`src/rtl/rose_stim_gen.sv`:
```
// Stimulus generator and scorer for a rose checker; ROSE_STIM_FAILCHK_EN
// additionally requires fail_in to be the complement of match_in.
module rose_stim_gen (
  input  logic        clk,
  input  logic        rst_n,
  input  logic        start,
  input  logic [15:0] pattern,
  input  logic [15:0] en_pattern,
  input  logic [3:0]  len,
  output logic        signal_out,
  output logic        en_out,
  input  logic        match_in,
  input  logic        fail_in,
  output logic        busy,
  output logic        done,
  output logic [7:0]  pass_cnt,
  output logic [7:0]  err_cnt,
  output logic        err_flag
);

  typedef enum logic [1:0] {
    IDLE,
    RUN,
    DRAIN,
    DONE
  } state_t;

  state_t      state;
  logic [15:0] pat_q;
  logic [15:0] en_q;
  logic [3:0]  len_q;
  logic [3:0]  k;
  logic [3:0]  k_nx;
  logic [3:0]  km1;
  logic        pend_v;
  logic        pend_exp;
  logic        agree;

  assign k_nx = k + 4'd1;
  assign km1  = k - 4'd1;

`ifdef ROSE_STIM_FAILCHK_EN
  assign agree = (match_in == pend_exp) &&
                 (fail_in != match_in);
`else
  logic fail_unused;
  assign fail_unused = fail_in;
  assign agree = (match_in == pend_exp);
`endif

  // pend_* holds the prediction for the bit driven last cycle,
  // scored one cycle later to absorb the checker latency.
  always_ff @(posedge clk or negedge rst_n) begin
    if (!rst_n) begin
      state      <= IDLE;
      pat_q      <= '0;
      en_q       <= '0;
      len_q      <= '0;
      k          <= '0;
      pend_v     <= 1'b0;
      pend_exp   <= 1'b0;
      signal_out <= 1'b0;
      en_out     <= 1'b0;
      busy       <= 1'b0;
      done       <= 1'b0;
      pass_cnt   <= '0;
      err_cnt    <= '0;
      err_flag   <= 1'b0;
    end else begin
      if (pend_v) begin
        if (agree) begin
          if (pass_cnt != 8'hFF)
            pass_cnt <= pass_cnt + 8'd1;
        end else begin
          if (err_cnt != 8'hFF)
            err_cnt <= err_cnt + 8'd1;
          err_flag <= 1'b1;
        end
      end
      unique case (state)
        IDLE: begin
          if (start) begin
            pat_q      <= pattern;
            en_q       <= en_pattern;
            len_q      <= len;
            k          <= '0;
            pass_cnt   <= '0;
            err_cnt    <= '0;
            err_flag   <= 1'b0;
            pend_v     <= 1'b0;
            signal_out <= pattern[0];
            en_out     <= en_pattern[0];
            busy       <= 1'b1;
            state      <= RUN;
          end
        end
        RUN: begin
          pend_v   <= (k != 4'd0);
          pend_exp <= ~pat_q[km1] & pat_q[k] &
                      en_q[km1];
          if (k == len_q) begin
            signal_out <= 1'b0;
            en_out     <= 1'b0;
            state      <= DRAIN;
          end else begin
            k          <= k_nx;
            signal_out <= pat_q[k_nx];
            en_out     <= en_q[k_nx];
          end
        end
        DRAIN: begin
          pend_v <= 1'b0;
          done   <= 1'b1;
          state  <= DONE;
        end
        DONE: begin
          done  <= 1'b0;
          busy  <= 1'b0;
          state <= IDLE;
        end
        default: state <= IDLE;
      endcase
    end
  end

endmodule

```
`config.mk`:
```
export PLATFORM = sky130hd
export DESIGN_NAME = rose_stim_gen
export DESIGN_NICKNAME = d
export VERILOG_FILES = /design/src/rtl/rose_stim_gen.sv
export SDC_FILE = /design/constraint.sdc
export NUM_CORES = 1
export LEC_CHECK = 0
export CAP_MARGIN = 20
export CORE_UTILIZATION = 50
export CTS_CLUSTER_SIZE = 40
export DETAILED_ROUTE_END_ITERATION = 10
export PLACE_DENSITY = 0.72
export REMOVE_ABC_BUFFERS = 1
export SETUP_SLACK_MARGIN = 0.2
export SLEW_MARGIN = 20
export SYNTH_ARGS = -nofsm -noshare
export SYNTH_HDL_FRONTEND = slang
export SYNTH_SLANG_ARGS = --single-unit
```
`constraint.sdc`:
```
create_clock -name clk -period 2.8 [get_ports clk]
set_input_delay 0.42 -clock clk [delete_from_list [all_inputs] [get_ports clk]]
set_output_delay 0.42 -clock clk [all_outputs]
set_load 0.05 [all_outputs]
```
==> results of run 1 <==
## sequential cells by signal, summed over array words and instances (netlist names)
register,flops
en_q,16
pend_v,1
state,2
done,1
err_flag,1
err_cnt,8
len_q,4
busy,1
pat_q,16
pend_exp,1
k,4
pass_cnt,8
en_out,1
signal_out,1
## report_power, final
part	internal (mW)	total (mW)	switching [mW]
sequential	1.29	1.63	0.339
clock	0.434	0.784	0.350
combinational	1.01	2.26	1.25
total	2.74	4.68	1.94
## metrics by stage
stage | instances | power [mW]
2_1_floorplan | 362 | 3.22
3_3_place_gp | 525 | 3.82
3_5_place_dp | 525 | 3.88
4_1_cts | 541 | 4.70
5_1_grt | 541 | 5.04
6_report | 541 | 4.68
## area by class of cell
cell class	instances	share of cell area, %
timing repair buffer	67	14.8
tap	96	2.70
sequential	65	36.6
inverter	16	1.35
clock inverter	3	0.900
clock buffer	13	3.35
multi-input combinational	281	40.3
## kinds of logic after synthesis
kind of cell,Yosys count,synth area share (%)
xor gates and xnor gates,16,4.13
buffers and inverters,35,4.48
muxes,23,10.7
DFF,65,45.5
and+or+nand+nor,180,21.4
AOI/OAI and AO/OA,54,11.0
adders and majority gates,8,2.80
## cells in the final DEF (no fill, tap or decap), types with 9 or more instances in the layout
cell type / netlist / final
xor2_1: 9 / 9
nand3_1: 10 / 10
clkbuf_8: 0 / 10
mux4_2: 12 / 12
clkdlybuf4s50_1: 0 / 59
nand2_1: 119 / 119
o21ai_0: 17 / 17
dfrtp_1: 65 / 65
inv_1: 16 / 16
nor2_1: 24 / 24
## worst max-delay path: stages, from the launching register on
cell,delay [ps]
dfrtp_1,330
buf_4,190
inv_1,60
ha_1,590
mux4_2,390
mux2_2,290
o21ai_0,170
o21ai_0,90
## per-layer routing
metal / track usage (%) / up-vias / routed length, um
met4: 9.24 / 0 / 138
met5: 0 / - / 0
met1: 31.7 / 1422 / 3540
met3: 3.52 / 13 / 263
met2: 35.7 / 61 / 3710
li1: - / 1420 / -
## path summary, 6_finish.rpt
kind	to	cells past startpoint
max in group asynchronous	pat_q[14]	2
worst max register to register	en_out	7
worst min-delay path	err_cnt[6]	1
worst max-delay path	en_out	7
min in group clk	done	2
worst min register to register	done	2
==> flow_metrics.py, run 1 <==
metrics = {
    "outcome": {
        "status": "finished, final reports clean",
    },
    "die": {
        "fp.dieArea_um2": 7500,
        "start_util_pct": 52.1,
        "fp.coreArea_um2": 6870,
        "io_pins": 62,
        "fp.dieW_um": 86.6,
        "die_h_um": 86.6,
        "num_rows": 30,
    },
    "power_and_ir_drop": {
        "ir_worst_vdd_uv": 442,
        "leakagePower_nw": 2.05,
        "power.density_nw_per_um2": 1050,
    },
    "drt": {
        "drc": 0,
        "initialDrtViolationCount": 118,
        "ant_nets": 0,
        "routed-via-count": 2916,
        "viasPerCell": 5.39,
        "wl_um": 7660,
        "dr.pass1.iters": 4,
        "wl_per_cell_um": 14.2,
    },
    "critical_path": {
        "crit_required_ps": 3010,
        "startpoint": "k[0]",
        "worst_r2r_startpoint": "k[0]",
        "startpoint_type": "flop",
        "reg2reg_slack_ps": 570,
        "cp_max_fo": 13,
        "crit_type": "reg2reg",
        "crit_path_end_kind": "flop",
        "critPathArrivalTime_ps": 2440,
    },
    "logic_synthesis": {
        "syn_inst": 381,
        "yosysSeqAreaShare_pct": 45.5,
        "synth_top_area_cell": "dfrtp_1",
        "synth_area_um2": 3580,
        "synth.area.top_cells": "dfrtp_1, nand2_1, mux4_2, ha_1, nor2_1",
        "syn_avg_cell_area_um2": 9.39,
        "postSynth.asyncResetShare_pct": 100,
        "synth_top_cell_area_share_pct": 45.5,
        "synth_most_common_cell": "nand2_1",
        "yosys_warnings": 0,
        "synthTopCellsByCount": "nand2_1, dfrtp_1, nor2_1",
        "ys.flop_type": "dfrtp_1",
        "synth_seq_cells": 65,
        "synth_edf_count": 0,
        "ys_types": 48,
    },
    "sta": {
        "tightest_slew_ps": 555,
        "drv_slew": 0,
        "slew_headroom_pct": 62.7,
        "period_share_pct": 79.6,
        "finalHoldViolCount": 0,
        "finalWorstSetupSlack_ps": 570,
        "fmax_mhz": 448,
        "skew_ps": 7.83,
        "fin_hold_ws_ps": 26.5,
        "setup_violations": 0,
        "finalSetupTns_ps": 0,
        "post-route-min-period_ps": 2230,
        "rsz0062_at_grt": "no",
    },
    "clocking": {
        "clk_pin_slew_ps": 70,
        "ctsResizeCount": 0,
        "root_buffer": "clkbuf_8",
        "clock_path_buffers": 2,
        "cts.htree.levels": 3,
        "numCtsBuffers": 9,
        "cts_tree": "built",
        "hold_buffers": 0,
        "clk_latency_ps": 340,
        "cts_setup_buffers": 0,
        "clock-sinks": 65,
    },
    "flow_run": {
        "maxCapViolations": 0,
    },
    "layout": {
        "multi_input_area_um2": 1790,
        "fill_cells": 590,
        "nNetsFinal": 489,
        "areaGrowthSynthToFinish_pct": 24.3,
        "utilization_pct": 64.8,
        "drive_gt1_share_pct": 9.44,
        "design_area_um2": 4450,
        "diodes": 0,
        "area.sequential_um2": 1630,
    },
    "place": {
        "numPortBuffers": 60,
        "pre_cts_ws_ps": 577,
        "placedInstanceArea_um2": 4260,
        "gp_congestion": 0.917,
        "dp_hpwl_um": 5360,
    },
    "grt": {
        "grt_usage_pct": 22.7,
        "grt_pass1_vias": 2783,
        "grt_pass1_wl_um": 13200,
        "overflow": 0,
        "grt_antenna_before_repair": 0,
        "grt_max_degree": 37,
    },
    "hold_path": {
        "holdCritPathClass": "in2async",
    },
}
Power figures use the tool's default switching activity.
==> run 2, diff against run 1 <==
==> constraint.sdc (replaced) <==
create_clock -name clk -period 2.3 [get_ports clk]
set_input_delay 0.345 -clock clk [delete_from_list [all_inputs] [get_ports clk]]
set_output_delay 0.345 -clock clk [all_outputs]
set_load 0.05 [all_outputs]
==> flow_metrics.py, run 2 (same netlist as run 1, synthesis figures left out) <==
metrics = {
    "critical_path": {
        "critPathArrivalTime_ps": 1680,
        "startpoint_type": "flop",
        "reg2reg_slack_ps": 330,
        "path_cells": "clkdlybuf4s50_1",
        "reg2regPathDepth": 6,
        "rr_endpoint": "state[1]",
        "worst_r2r_startpoint": "k[1]",
        "slowest_delay_ps": 850,
        "cp_top_family": "buffers and inverters",
        "crit_required_ps": 1960,
        "crit_path_end_kind": "primary output",
        "cp_max_fo": 8,
        "startpoint": "pass_cnt[2]",
        "critical_path_buf_inv_count": 1,
        "cp-endpoint": "pass_cnt[2]",
        "critical-path-slowest-cell": "clkdlybuf4s50_1",
        "cp_num_cells": 1,
        "crit_type": "reg2out",
    },
    "sta": {
        "period_share_pct": 88.0,
        "rsz0062_at_grt": "no",
        "skew_ps": 9.43,
        "drv_slew": 0,
        "slew_headroom_pct": 61.8,
        "setup_violations": 0,
        "finalWorstSetupSlack_ps": 277,
        "finalHoldViolCount": 0,
        "fmax_mhz": 494,
        "fin_hold_ws_ps": 490,
        "tightest_slew_ps": 572,
        "post-route-min-period_ps": 2020,
    },
    "power_and_ir_drop": {
        "leakagePower_nw": 2.07,
        "power.density_nw_per_um2": 1290,
        "ir_worst_vdd_uv": 585,
    },
    "grt": {
        "grt_pass1_vias": 2705,
        "grt_antenna_before_repair": 0,
        "grt_usage_pct": 22.4,
        "grt_pass1_wl_um": 12900,
        "grt_max_degree": 44,
        "overflow": 0,
    },
    "die": {
        "start_util_pct": 52.1,
        "num_rows": 30,
        "io_pins": 62,
        "die_h_um": 86.6,
        "fp.dieArea_um2": 7500,
        "fp.coreArea_um2": 6870,
        "fp.dieW_um": 86.6,
    },
    "layout": {
        "nNetsFinal": 492,
        "final_cell_mix": "nand2_1, dfrtp_1, clkdlybuf4s50_1, nor2_1, o21ai_0",
        "multi_input_area_um2": 1800,
        "reg_top3": "en_q: 16 flops, pat_q: 16 flops",
        "diodes": 0,
        "drive_gt1_share_pct": 10.3,
        "fill_cells": 585,
        "area.sequential_um2": 1630,
        "layout_commonest_cell": "nand2_1",
        "areaGrowthSynthToFinish_pct": 25.8,
    },
    "clocking": {
        "clk_latency_ps": 340,
        "numCtsBuffers": 9,
        "clk_pin_slew_ps": 70,
        "cts.htree.levels": 3,
        "cts_tree": "built",
        "cts_setup_buffers": 0,
        "root_buffer": "clkbuf_8",
        "clock-sinks": 65,
        "clock_path_buffers": 2,
    },
    "flow_run": {
        "maxCapViolations": 0,
    },
    "place": {
        "numPortBuffers": 60,
        "gp_congestion": 0.867,
        "pre_cts_ws_ps": 258,
        "dp_hpwl_um": 5380,
    },
    "drt": {
        "met1_length_um": 3620,
        "routed.top_layer": "met4",
        "viasPerCell": 5.32,
        "wl_um": 7650,
        "dr.pass1.iters": 4,
        "wl_met2_um": 3620,
        "met3_length_um": 255,
        "wl_per_cell_um": 14.1,
        "drc": 0,
        "routed-via-count": 2896,
        "ant_nets": 0,
        "initialDrtViolationCount": 112,
    },
    "outcome": {
        "status": "finished, final reports clean",
    },
    "hold_path": {
        "holdCritPathClass": "reg2reg",
    },
}
==> run 2: through the flow <==
stage / utilization (%) / area [um^2] / total power, mW / std cells / TNS, ps
after floorplan: - / 3480 / 3.92 / 362 / -557
after global placement: 62.2 / 4280 / 4.68 / 527 / 0
after detailed placement: 62.2 / 4280 / 4.78 / 527 / 0
after CTS: 65.4 / 4490 / 5.81 / 544 / 0
after global routing: 65.5 / 4500 / 6.21 / 544 / 0
final: 65.5 / 4500 / 5.80 / 544 / 0
==> run 2: metal layers <==
| metal | vias to the layer above | global-route usage, % |
|---|---|---|
| met5 | - | 0 |
| met4 | 0 | 9.55 |
| met3 | 15 | 3.62 |
| met2 | 49 | 34.1 |
| met1 | 1407 | 31.9 |
| li1 | 1425 | - |
==> run 2: worst min-delay path by stage <==
stage	start	end	slack, ps	depth (start not counted)
4_1_cts	done	done	500	2
2_1_floorplan	rst_n	busy	50	0
3_5_place_dp	rst_n	pass_cnt[1]	370	1
5_1_grt	done	done	510	2
3_3_place_gp	rst_n	pass_cnt[1]	360	1
6_report	done	done	490	2
==> run 2: area by class of cell <==
cell class	instances	area share (%)
Timing Repair Buffer	70	15.2
Tap cell	96	2.67
Clock buffer	14	3.84
Clock inverter	2	0.778
Multi-Input combinational cell	281	40.0
Sequential cell	65	36.1
Inverter	16	1.33
==> run 2: timing repair <==
item | in CTS | in global routing
hold buffers | 1 | 0
gates resized for setup | 0 | 1
endpoints found under the hold margin | 9 | 0
endpoints found under the setup margin | 0 | 1
==> run 2: power by group <==
group / internal (mW) / leakage, nW / switching (mW) / total [mW]
logic: 1.26 / 1.13 / 1.53 / 2.79
registers: 1.57 / 0.837 / 0.423 / 2.00
clock network: 0.589 / 0.107 / 0.425 / 1.01
total: 3.43 / 2.07 / 2.38 / 5.80
